`src/rtl/memory_issue_scheduler.sv`:
```
// Issue stage merging controller instructions and FMA write-back stores into memory's single instruction port.
// Optional MEM_SCHED_STATS_EN adds a saturating hazard/back-pressure stall counter output.
module memory_issue_scheduler #(
    parameter int INSTRUCTION_WIDTH = 32,
    parameter int ADDR_LENGTH       = 9,
    parameter int BRAM_LATENCY      = 2,
    parameter int WB_BURST_MAX      = 4
) (
    input  logic                         clk_in,
    input  logic                         rst_in,
    input  logic [INSTRUCTION_WIDTH-1:0] ctrl_instr_in,
    input  logic                         ctrl_valid_in,
    output logic                         ctrl_ready_out,
    input  logic [ADDR_LENGTH-1:0]       wb_addr_in,
    input  logic                         wb_valid_in,
    output logic                         wb_ready_out,
    input  logic                         flush_in,
    output logic                         flush_done_out,
`ifdef MEM_SCHED_STATS_EN
    output logic [15:0]                  stall_count_out,
`endif
    output logic [INSTRUCTION_WIDTH-1:0] instr_out,
    output logic                         instr_valid_out
);

    localparam int BURST_W = $clog2(WB_BURST_MAX + 1);

    localparam logic [3:0] OP_NOP          = 4'b0000;
    localparam logic [3:0] OP_STORE_WB     = 4'b1010;
    localparam logic [3:0] OP_LOAD_LINE    = 4'b1100;
    localparam logic [3:0] OP_WRITE_COMMIT = 4'b1110;

    typedef enum logic [1:0] {
        S_RUN   = 2'd0,
        S_STALL = 2'd1,
        S_DRAIN = 2'd2
    } state_t;

    function automatic logic [15:0] sat_inc16(input logic [15:0] v);
        return (v == 16'hFFFF) ? v : v + 16'd1;
    endfunction

    function automatic logic [BURST_W-1:0] sat_inc_burst(input logic [BURST_W-1:0] v);
        return (v >= BURST_W'(WB_BURST_MAX)) ? v : v + BURST_W'(1);
    endfunction

    state_t                         state, state_next;
    logic [BURST_W-1:0]             burst_cnt, burst_next;
    logic [BRAM_LATENCY-1:0]        sb_valid;
    logic [ADDR_LENGTH-1:0]         sb_addr [BRAM_LATENCY];

    logic [3:0]                     ctrl_op;
    logic [ADDR_LENGTH-1:0]         ctrl_addr;
    logic [INSTRUCTION_WIDTH-1:0]   wb_instr;
    logic                           sb_hit;
    logic                           hazard;
    logic                           blocked;
    logic                           ctrl_eligible;
    logic                           burst_full;
    logic                           wb_grant;
    logic                           ctrl_grant;
    logic                           push_valid;
    logic [ADDR_LENGTH-1:0]         push_addr;
    logic                           sb_drained;
    logic                           done_next;

    logic [INSTRUCTION_WIDTH-1:0]   instr_p1;
    logic                           vld_p1;
    logic                           done_p1;

    assign ctrl_op   = ctrl_instr_in[31:28];
    assign ctrl_addr = ctrl_instr_in[ADDR_LENGTH+7:8];

    always_comb begin
        wb_instr        = '0;
        wb_instr[31:28] = OP_STORE_WB;
        wb_instr[23:8]  = 16'(wb_addr_in);
    end

    // Stage p0: hazard lookup and arbitration
    always_comb begin
        sb_hit = 1'b0;
        for (int i = 0; i < BRAM_LATENCY; i++) begin
            if (sb_valid[i] && (sb_addr[i] == ctrl_addr)) begin
                sb_hit = 1'b1;
            end
        end
    end

    assign hazard        = ctrl_valid_in && (ctrl_op == OP_LOAD_LINE) && sb_hit;
    assign blocked       = !rst_in || flush_in || (state == S_DRAIN);
    assign ctrl_eligible = ctrl_valid_in && !hazard;
    assign burst_full    = (burst_cnt >= BURST_W'(WB_BURST_MAX));
    assign wb_grant      = !blocked && wb_valid_in && !(burst_full && ctrl_eligible);
    assign ctrl_grant    = !blocked && !wb_grant && ctrl_eligible;

    assign ctrl_ready_out = ctrl_grant;
    assign wb_ready_out   = wb_grant;

    assign push_valid = wb_grant ||
                        (ctrl_grant && ((ctrl_op == OP_WRITE_COMMIT) || (ctrl_op == OP_STORE_WB)));
    assign push_addr  = wb_grant ? wb_addr_in : ctrl_addr;

    // Empty after this edge's shift: nothing pushed and no entry survives into the next slot
    always_comb begin
        sb_drained = !push_valid;
        for (int i = 0; i < BRAM_LATENCY - 1; i++) begin
            if (sb_valid[i]) begin
                sb_drained = 1'b0;
            end
        end
    end

    always_comb begin
        burst_next = burst_cnt;
        if (ctrl_grant || !ctrl_valid_in) begin
            burst_next = '0;
        end else if (wb_grant) begin
            burst_next = sat_inc_burst(burst_cnt);
        end
    end

    always_comb begin
        state_next = state;
        done_next  = 1'b0;
        case (state)
            S_RUN, S_STALL: begin
                if (flush_in) begin
                    if (sb_drained && !done_p1) begin
                        done_next  = 1'b1;
                        state_next = S_RUN;
                    end else begin
                        state_next = S_DRAIN;
                    end
                end else if (hazard) begin
                    state_next = S_STALL;
                end else begin
                    state_next = S_RUN;
                end
            end
            S_DRAIN: begin
                if (sb_drained) begin
                    done_next  = 1'b1;
                    state_next = S_RUN;
                end
            end
            default: state_next = S_RUN;
        endcase
    end

    always_ff @(posedge clk_in or negedge rst_in) begin
        if (!rst_in) begin
            state     <= S_RUN;
            burst_cnt <= '0;
            sb_valid  <= '0;
        end else begin
            state       <= state_next;
            burst_cnt   <= burst_next;
            sb_valid[0] <= push_valid;
            for (int i = 1; i < BRAM_LATENCY; i++) begin
                sb_valid[i] <= sb_valid[i-1];
            end
        end
    end

    always_ff @(posedge clk_in) begin
        sb_addr[0] <= push_addr;
        for (int i = 1; i < BRAM_LATENCY; i++) begin
            sb_addr[i] <= sb_addr[i-1];
        end
    end

    // Stage p1: registered issue toward memory
    always_ff @(posedge clk_in or negedge rst_in) begin
        if (!rst_in) begin
            instr_p1 <= '0;
            vld_p1   <= 1'b0;
            done_p1  <= 1'b0;
        end else begin
            done_p1 <= done_next;
            if (wb_grant) begin
                instr_p1 <= wb_instr;
                vld_p1   <= 1'b1;
            end else if (ctrl_grant && (ctrl_op != OP_NOP)) begin
                instr_p1 <= ctrl_instr_in;
                vld_p1   <= 1'b1;
            end else begin
                instr_p1 <= '0;
                vld_p1   <= 1'b0;
            end
        end
    end

    assign instr_out       = instr_p1;
    assign instr_valid_out = vld_p1;
    assign flush_done_out  = done_p1;

`ifdef MEM_SCHED_STATS_EN
    logic [15:0] stall_cnt;

    always_ff @(posedge clk_in or negedge rst_in) begin
        if (!rst_in) begin
            stall_cnt <= '0;
        end else if (ctrl_valid_in && !ctrl_ready_out) begin
            stall_cnt <= sat_inc16(stall_cnt);
        end
    end

    assign stall_count_out = stall_cnt;
`endif

endmodule

```
`config.mk`:
```
export PLATFORM = sky130hd
export DESIGN_NAME = memory_issue_scheduler
export DESIGN_NICKNAME = d
export VERILOG_FILES = /design/src/rtl/memory_issue_scheduler.sv
export SDC_FILE = /design/constraint.sdc
export NUM_CORES = 1
export LEC_CHECK = 0
export ABC_AREA = 0
export CAP_MARGIN = 20
export CORE_MARGIN = 2
export CORE_UTILIZATION = 43
export CTS_CLUSTER_SIZE = 10
export DETAILED_ROUTE_END_ITERATION = 10
export MAX_ROUTING_LAYER = met4
export PLACE_DENSITY = 0.82
export SLEW_MARGIN = 20
export SYNTH_ARGS = -nofsm -noshare
export SYNTH_HDL_FRONTEND = slang
export SYNTH_SLANG_ARGS = --single-unit
```
`constraint.sdc`:
```
create_clock -name clk_in -period 2.84 [get_ports clk_in]
set_clock_uncertainty 0.2 [all_clocks]
set_input_delay 0.568 -clock clk_in [delete_from_list [all_inputs] [get_ports clk_in]]
set_output_delay 0.568 -clock clk_in [all_outputs]
set_load 0.1 [all_outputs]
```
==> flow_metrics.env <==
export IMPL_worst_pin_slew_ns=0.509
export IMPL_overflow=0
export IMPL_power_frac_clock_pct=38.6
export IMPL_arrival_ns=2.00
export IMPL_finalMaxSlewViolations=0
export IMPL_design_portCount=82
export IMPL_max_slew_margin_pct=66.1
export IMPL_cp_end_kind="primary output"
export IMPL_final_setup_viol_count=0
export IMPL_fmax_mhz=361
export IMPL_drc_errors=0
export IMPL_cellLeakagePower_nw=1.64
export IMPL_num_vias=1603
export IMPL_place_hpwl_um=3580
export IMPL_yosysUniqueCellTypes=28
export IMPL_grt_antenna_before_repair=0
export IMPL_p_per_area_mw_per_mm2=698
export IMPL_multi_input_area_um2=816
export IMPL_cap_violations=0
export IMPL_yosys_register_bits=59
export IMPL_ant_nets=0
export IMPL_worst_setup_path_start_kind="input pin"
export IMPL_fillers=351
export IMPL_synth_top_family_by_area="simple AND/OR/NAND/NOR gates"
export IMPL_register_area_mm2=0.00139
export IMPL_synth_avg_cell_area_um2=13.0
export IMPL_area_delta_synth_final_pct=55.1
export IMPL_finalCritPeriodShare_pct=97.5
export IMPL_seqPwrFrac_pct=39.2
export IMPL_die_area_mm2=0.00565
export IMPL_worst_hold_slack_ns=0.150
export IMPL_hold_buffers=0
export IMPL_synth_xor_area_share_pct=7.64
export IMPL_min_path_type="in -> async"
export IMPL_synth_area_mux_share_pct=5.11
export IMPL_finalHoldViolations=0
export IMPL_path_class="in -> out"
export IMPL_clock_tree_buffer_depth=2
export IMPL_viasPerCell=4.63
export IMPL_critPathMaxFanout=2
export IMPL_cts_num_sinks=59
export IMPL_diodes=0
export IMPL_cts_tree="yes"
export IMPL_ys_warn_count=0
export IMPL_grt_max_degree=42
export IMPL_synth_area_mm2=0.00218
export IMPL_io_buffers=81
export IMPL_yosysTopAreaCell="dfrtp_1"
export IMPL_power_share_switching_pct=29.0
export IMPL_grt_usage_pct=19.0
export IMPL_min_period_ns=2.77
export IMPL_ys_seq_area_share_pct=63.6
export IMPL_ctsHtreeMaxLevel=3
export IMPL_final_nets=322
export IMPL_final_common_cell="buf_4"
export IMPL_gp_congestion=0.787
export IMPL_die_y_um=75.2
export IMPL_routed_wl_um=4900
export IMPL_path_clk_slew_ns=0.06
export IMPL_ir_worst_vdd_uv=412
export IMPL_switchingPower_w=0.000683
export IMPL_die_w_um=75.2
export IMPL_drive_gt1_share_pct=35.8
export IMPL_intPower_w=0.00167
export IMPL_layout_setup_ws_ns=0.0696
export IMPL_grt_pass1_vias=1552
export IMPL_avgRoutedWirePerCell_um=14.2
export IMPL_preCtsSetupSlack_ns=-0.359
export IMPL_p_comb_share_pct=22.2
export IMPL_synth_simple_area_share_pct=14.3
export IMPL_mostFrequentLayoutCells="buf_4, dfrtp_1, clkdlybuf4s50_1"
export IMPL_synth_adder_area_share_pct=1.15
export IMPL_syn_inst=168
export IMPL_synth_compound_area_share_pct=6.03
export IMPL_grt_pass1_wl_um=7420
export IMPL_ys_top_cells_by_area="dfrtp_1, dfxtp_1, xnor2_1"
export IMPL_start_util_pct=45.2
export IMPL_first_pass_iters=4
export IMPL_clkLatencyLatePin_ns=0.33
export IMPL_status="finished clean"
export IMPL_tns_ns=0
export IMPL_numCtsBuffers=9
export IMPL_core_mm2=0.00482
export IMPL_drtIter0Drc=51
export IMPL_crit_required_ns=2.07
export IMPL_synth_nets=216
export IMPL_rows=25
export IMPL_synth_top_area_share_pct=47.1
export IMPL_cts_root_buf="clkbuf_8"
-- worst max-delay path, cell delays in order --
cell           delay (ns)
dlygate4sd2_1        0.22
nand4_1              0.27
nor4_4               0.39
nor2_2               0.10
a31oi_4              0.24
buf_12               0.20
-- power groups by stage --
stage               Clock (W)  Combinational, W  Sequential, W
floorplan                   0          0.000120        0.00115
global placement            0          0.000520       0.000936
detailed placement          0          0.000524       0.000938
CTS                  0.000928          0.000525       0.000923
global route         0.000964          0.000551       0.000929
finish               0.000910          0.000524       0.000924
-- state kept, by name, indices dropped and copies added, names as in the netlist --
register and cells:
flush_done_out 1, instr_valid_out 1, instr_out 32, sb_addr 18
burst_cnt 3, state 2, sb_valid 2
-- routing by layer --
layer	up-vias	share of wire [%]	wire length, µm	GRT usage (%)
met5	-	0	0	-
met4	0	2.3	112	9.36
met3	9	9.6	470	6.29
met2	71	46	2270	30.0
met1	743	42	2050	21.7
li1	780	-	-	-
-- worst paths after layout --
| kind | start | end | slack (ns) | cells after the start |
|---|---|---|---|---|
| worst min-delay path | rst_in | instr_out[2]$_DFF_PN0_ | 0.15 | 2 |
| min in group clk_in | sb_addr[0][4]$_DFF_P_ | sb_addr[0][13]$_DFF_P_ | 0.16 | 0 |
| worst max-delay path | ctrl_valid_in | wb_ready_out | 0.07 | 6 |
| max in group asynchronous | rst_in | burst_cnt[0]$_DFFE_PN0P_ | 1.94 | 2 |
| worst max register to register | sb_addr[0][12]$_DFF_P_ | sb_addr[0][3]$_DFF_P_ | 0.41 | 8 |
| worst min register to register | sb_addr[0][4]$_DFF_P_ | sb_addr[0][13]$_DFF_P_ | 0.16 | 0 |
-- Yosys cell counts --
master    instances
a21o_1            2
a21oi_1           1
a22o_1            9
a31oi_4           1
and2_1           21
buf_2             1
buf_4             1
buf_6             1
clkbuf_1          2
dfrtp_1          41
dfxtp_1          18
ha_1              2
inv_1             4
mux2_2            9
mux2i_1           1
nand2_1           6
nand2b_1          2
nand4_1           5
nand4b_1          2
nor2_1            6
nor2b_1           2
nor3_1            3
nor3b_1           2
nor4_1            3
o21ai_0           1
o22ai_1           1
or2_2             2
xnor2_1          19
-- cells by family (layout without fill, tap and decap cells) --
logic type	Yosys count	count (layout)
mux	10	10
xor+xnor	19	19
fa+ha+maj	2	2
compound gates	15	15
simple gates	54	54
buf+inv	9	120
flops	59	59
-- cell type report --
class                           count  area share (%)
Clock buffer                       11            4.18
Timing Repair Buffer              100            24.8
Multi-Input combinational cell    100            24.1
Tap cell                           67            2.48
Sequential cell                    59            41.0
Clock inverter                      5            2.96
Inverter                            4           0.444
-- through the flow --
stage	total power [W]	area (µm²)	cells	util, %
global placement	0.00146	3110	329	64.6
CTS	0.00238	3370	346	70.1
detailed placement	0.00146	3110	329	64.6
global route	0.00244	3380	346	70.2
finish	0.00236	3380	346	70.2
floorplan	0.00127	2180	168	-
-- what timing repair did --
action,4_1_cts,5_1_grt
buffers inserted,1,0
pin swaps,7,18
gates resized for setup,19,22
endpoints found under the setup margin,11,2
(Power assumes the default switching activity.)
==> RTL change 1 (same flow settings) <==
Add a define of `MEM_SCHED_STATS_EN`.
--- a/src/rtl/memory_issue_scheduler.sv
+++ b/src/rtl/memory_issue_scheduler.sv
@@ -1,4 +1,6 @@
 // Issue stage merging controller instructions and FMA write-back stores into memory's single instruction port.
 // Optional MEM_SCHED_STATS_EN adds a saturating hazard/back-pressure stall counter output.
+`define MEM_SCHED_STATS_EN
+
 module memory_issue_scheduler #(
     parameter int INSTRUCTION_WIDTH = 32,
Behaviour (old outputs only; new: stall_count_out): unchanged (equiv_simple and equiv_induct, registers matched by name and starting in step).
==> RTL change 1 against the original RTL <==
The run now ends with setup timing left; combinational power is 88% higher; worst setup slack worse by 210 ps; worst hold slack better by 20 ps; sequential cell count is 16 higher; area after synthesis is 41% higher; cell area is 39% higher; power is 26% higher; wire length is 60% higher; sequential power is 35% higher; global-route usage is 0.92 points higher.
==> RTL change 1: results <==
[run_status]
status = finished, violations left
violations = setup timing

[global_routing]
grt_pass1_wl_um = 11400
groute.usage.overall = 0.199
met2_usage = 0.324
grtUsageMet3 = 0.0382
grt_pass1_vias = 2456
grt_max_degree = 58
met1_usage = 0.239

[sta]
fin_ws_ps = -141
finalSetupTns_ps = -160
setup_viol = 2
slew_headroom = 0.348

[place]
dp.cells = 472
dp_slack_ps = -514
place_area_mm2 = 0.00426
dp_hpwl_um = 5130

[detailed_routing]
num_vias = 2555
dr.first_iter.drc_count = 75
via_per_inst = 5.10
wl_met1_um = 3210
wl_met3_um = 412
dr_wl_met2_um = 3970
wl_per_cell_um = 15.6

[finish]
final_nets = 449
post_route_cells_drive_above_1_share = 0.395
fill_cells = 512

[power]
irDropWorstVdd_mv = 0.413
leakage_nw = 2.29

[clocking]
clock_latency_ps = 350
cts.reportedPaths.clkPinSlew_ps = 80

[synth]
yosysSeqAreaShare = 0.580
ys_top_cells_by_area = dfrtp_1, dfxtp_1, xor2_1
async_flop_share = 0.760
synth_cells = 258
synth_nets = 307
yosys-top-cells-count = dfrtp_1, and2_1, dfxtp_1, xor2_1, xnor2_1

[min_path]
hold_class = register to register

[setup_path]
slowest_stage = or4_4
arrival_ps = 2210
max_stage_delay_ps = 550
-- RTL change 1: power by group through the flow --
stage | Sequential [mW] | Clock (mW) | Combinational (mW)
5_1_grt | 1.26 | 0.795 | 1.03
2_1_floorplan | 1.73 | 0 | 0.194
4_1_cts | 1.25 | 0.753 | 0.973
3_5_place_dp | 1.27 | 0 | 0.950
3_3_place_gp | 1.26 | 0 | 0.938
6_report | 1.25 | 0.733 | 0.986
-- RTL change 1: final timing paths --
path                               start        endpoint  slack [ps]  depth (start not counted)
setup reg to reg           sb_addr[0][0]   sb_addr[0][0]         100                          8
hold / removal             sb_addr[0][6]  sb_addr[0][15]         170                          0
max in group asynchronous         rst_in     sb_valid[1]        1730                          2
min in group asynchronous         rst_in   instr_out[21]         210                          2
hold reg to reg            sb_addr[0][6]  sb_addr[0][15]         170                          0
setup / recovery           sb_addr[0][0]    wb_ready_out        -140                          6
-- RTL change 1: logic make-up (layout without fill, tap and decap cells) --
logic type      after synthesis  count (layout)  share of synthesized area
simple gates                 79              79                      0.150
flops                        75              75                      0.580
compound gates               40              40                      0.101
xor+xnor                     33              33                     0.0939
buf+inv                      18             165                     0.0260
mux                          10              10                     0.0366
fa+ha+maj                     3               3                     0.0122
-- RTL change 1: worst register-to-register path: stages (launching register included) --
cell     delay [ps]
dfxtp_2         350
xor2_2          160
or4_4           550
nor4_4          270
nor2_2          100
a31oi_4         230
buf_4           140
buf_4           250
mux2_2          380
-- RTL change 1: cell type report --
cell class,instances,share of cell area
inverters,6,0.00480
clock buffers,10,0.0293
clock inverters,6,0.00880
flip-flops and latches,75,0.381
multi-input cells,165,0.295
well taps,96,0.0256
repair buffers,143,0.255
==> RTL change 2 (config.mk and constraints unchanged) <==
Without the edit above. Re-encode `state_t` (3 states) as one-hot, 3 bits wide.
--- a/src/rtl/memory_issue_scheduler.sv
+++ b/src/rtl/memory_issue_scheduler.sv
@@ -31,8 +31,8 @@
     localparam logic [3:0] OP_WRITE_COMMIT = 4'b1110;
 
-    typedef enum logic [1:0] {
-        S_RUN   = 2'd0,
-        S_STALL = 2'd1,
-        S_DRAIN = 2'd2
+    typedef enum logic [2:0] {
+        S_RUN   = 3'b001,
+        S_STALL = 3'b010,
+        S_DRAIN = 3'b100
     } state_t;
 
Function: no difference found for any inputs over 10 cycles, from zero or initial values and one cycle with rst_in low; not proved beyond that.
==> RTL change 2 against the original RTL <==
Worst setup slack got worse by 55 ps; final cell count rose by 2.9%; wire length fell by 1.3%; area after synthesis rose by 4.0%; sequential cell count rose by 1; die area rose by 3.7%; cell area rose by 1.6%; power fell by 15%; critical endpoint unchanged.
==> RTL change 2: results <==
[run_status]
status = complete, no violations

[finish]
seqCellArea_mm2 = 0.00141
post_route_cells_drive_above_1_share = 0.322
fill_cells = 417
antenna_cells = 0
final_nets = 329

[power]
comb-power_mw = 0.355
p_sw_frac = 0.264
finalPower_mw = 1.99
leakage_nw = 1.64
seq_power_mw = 0.914
irDropWorstVdd_mv = 0.375

[synth]
async_flop_share = 0.700
yosys-top-cells-count = dfrtp_1, and2_1, xnor2_1
synth_nets = 221
ys_top_cells_by_area = dfrtp_1, dfxtp_1, xnor2_1
yosysSeqAreaShare = 0.624
synth-main-ff-cell = dfrtp_1
synthDistinctLibCells = 35

[sta]
worst_pin_slew_ps = 528

[detailed_routing]
first_pass_iters = 4
dr_wl_met2_um = 2500
wl_met1_um = 1890
dr.max_layer_used = met4
num_vias = 1695
wl_met3_um = 329
totalWireLength_um = 4840
dr.first_iter.drc_count = 49

[setup_path]
endpoint = wb_ready_out
rr_startpoint = sb_addr[0][7]
r2r_setup_slack_ps = 560
slowest_stage = dlygate4sd2_1
worst-path-max-fanout = 3
max_stage_delay_ps = 290
reg2reg_to = sb_addr[0][0]
crit_path_start = ctrl_instr_in[15]
worstRegToRegCells = 7
arrival_ps = 2060

[min_path]
hold_class = input port to asynchronous set/reset pin

[clocking]
clock_latency_ps = 320
cts.reportedPaths.clkPinSlew_ps = 60

[global_routing]
grt_pass1_wl_um = 7880
groute.usage.overall = 0.180
grtUsageMet3 = 0.0581
met2_usage = 0.287
met1_usage = 0.201
grt_max_degree = 43

[place]
dp_hpwl_um = 3600
place_area_mm2 = 0.00321
gp_congestion = 0.794
RTL change 2: cell types whose count changed in the layout (fill, tap and decap cells not counted), moves of 3 or more:
cell and delta:
buf_4 +3, mux2_4 +6, dlygate4sd2_1 +6, clkbuf_1 +3, clkbuf_2 -8, xnor2_1 +3, mux2_2 -6
RTL change 2: timing repair:
item,in CTS,in global routing
endpoints found under the setup margin,2,2
buffers inserted,1,2
hold buffers,0,0
pin swaps,7,6
gates resized for setup,14,6
RTL change 2: per-stage QoR:
step | cells | setup slack, ps
after floorplan | 173 | 74.7
after global placement | 337 | -152
after detailed placement | 337 | -221
after CTS | 354 | 0.937
after global routing | 356 | -93.5
final | 356 | 14.7
RTL change 2: layout make-up:
type | instances | area share
clock buffer | 14 | 0.0445
multi-input combinational | 104 | 0.244
tap | 70 | 0.0255
timing repair buffer | 103 | 0.261
sequential | 60 | 0.412
inverter | 3 | 0.00328
clock inverter | 2 | 0.0102
RTL change 2: kinds of logic after synthesis:
kind of cell,after synthesis,share of synthesized area
DFF,60,0.624
and+or+nand+nor,56,0.144
xor gates and xnor gates,20,0.0773
AOI/OAI and AO/OA,16,0.0635
muxes,10,0.0591
buffers and inverters,9,0.0210
adders and majority gates,2,0.0110
RTL change 2: how the worst min path moves through the flow:
stage / from / end / slack (ps) / depth (start not counted)
floorplan: rst_in / burst_cnt[0] / 70 / 0
global placement: sb_addr[0][7] / sb_addr[0][16] / 150 / 0
detailed placement: sb_addr[0][2] / sb_addr[0][11] / 160 / 0
CTS: rst_in / instr_out[14] / 150 / 2
global route: sb_addr[0][1] / sb_addr[0][10] / 170 / 0
finish: rst_in / burst_cnt[2] / 150 / 2
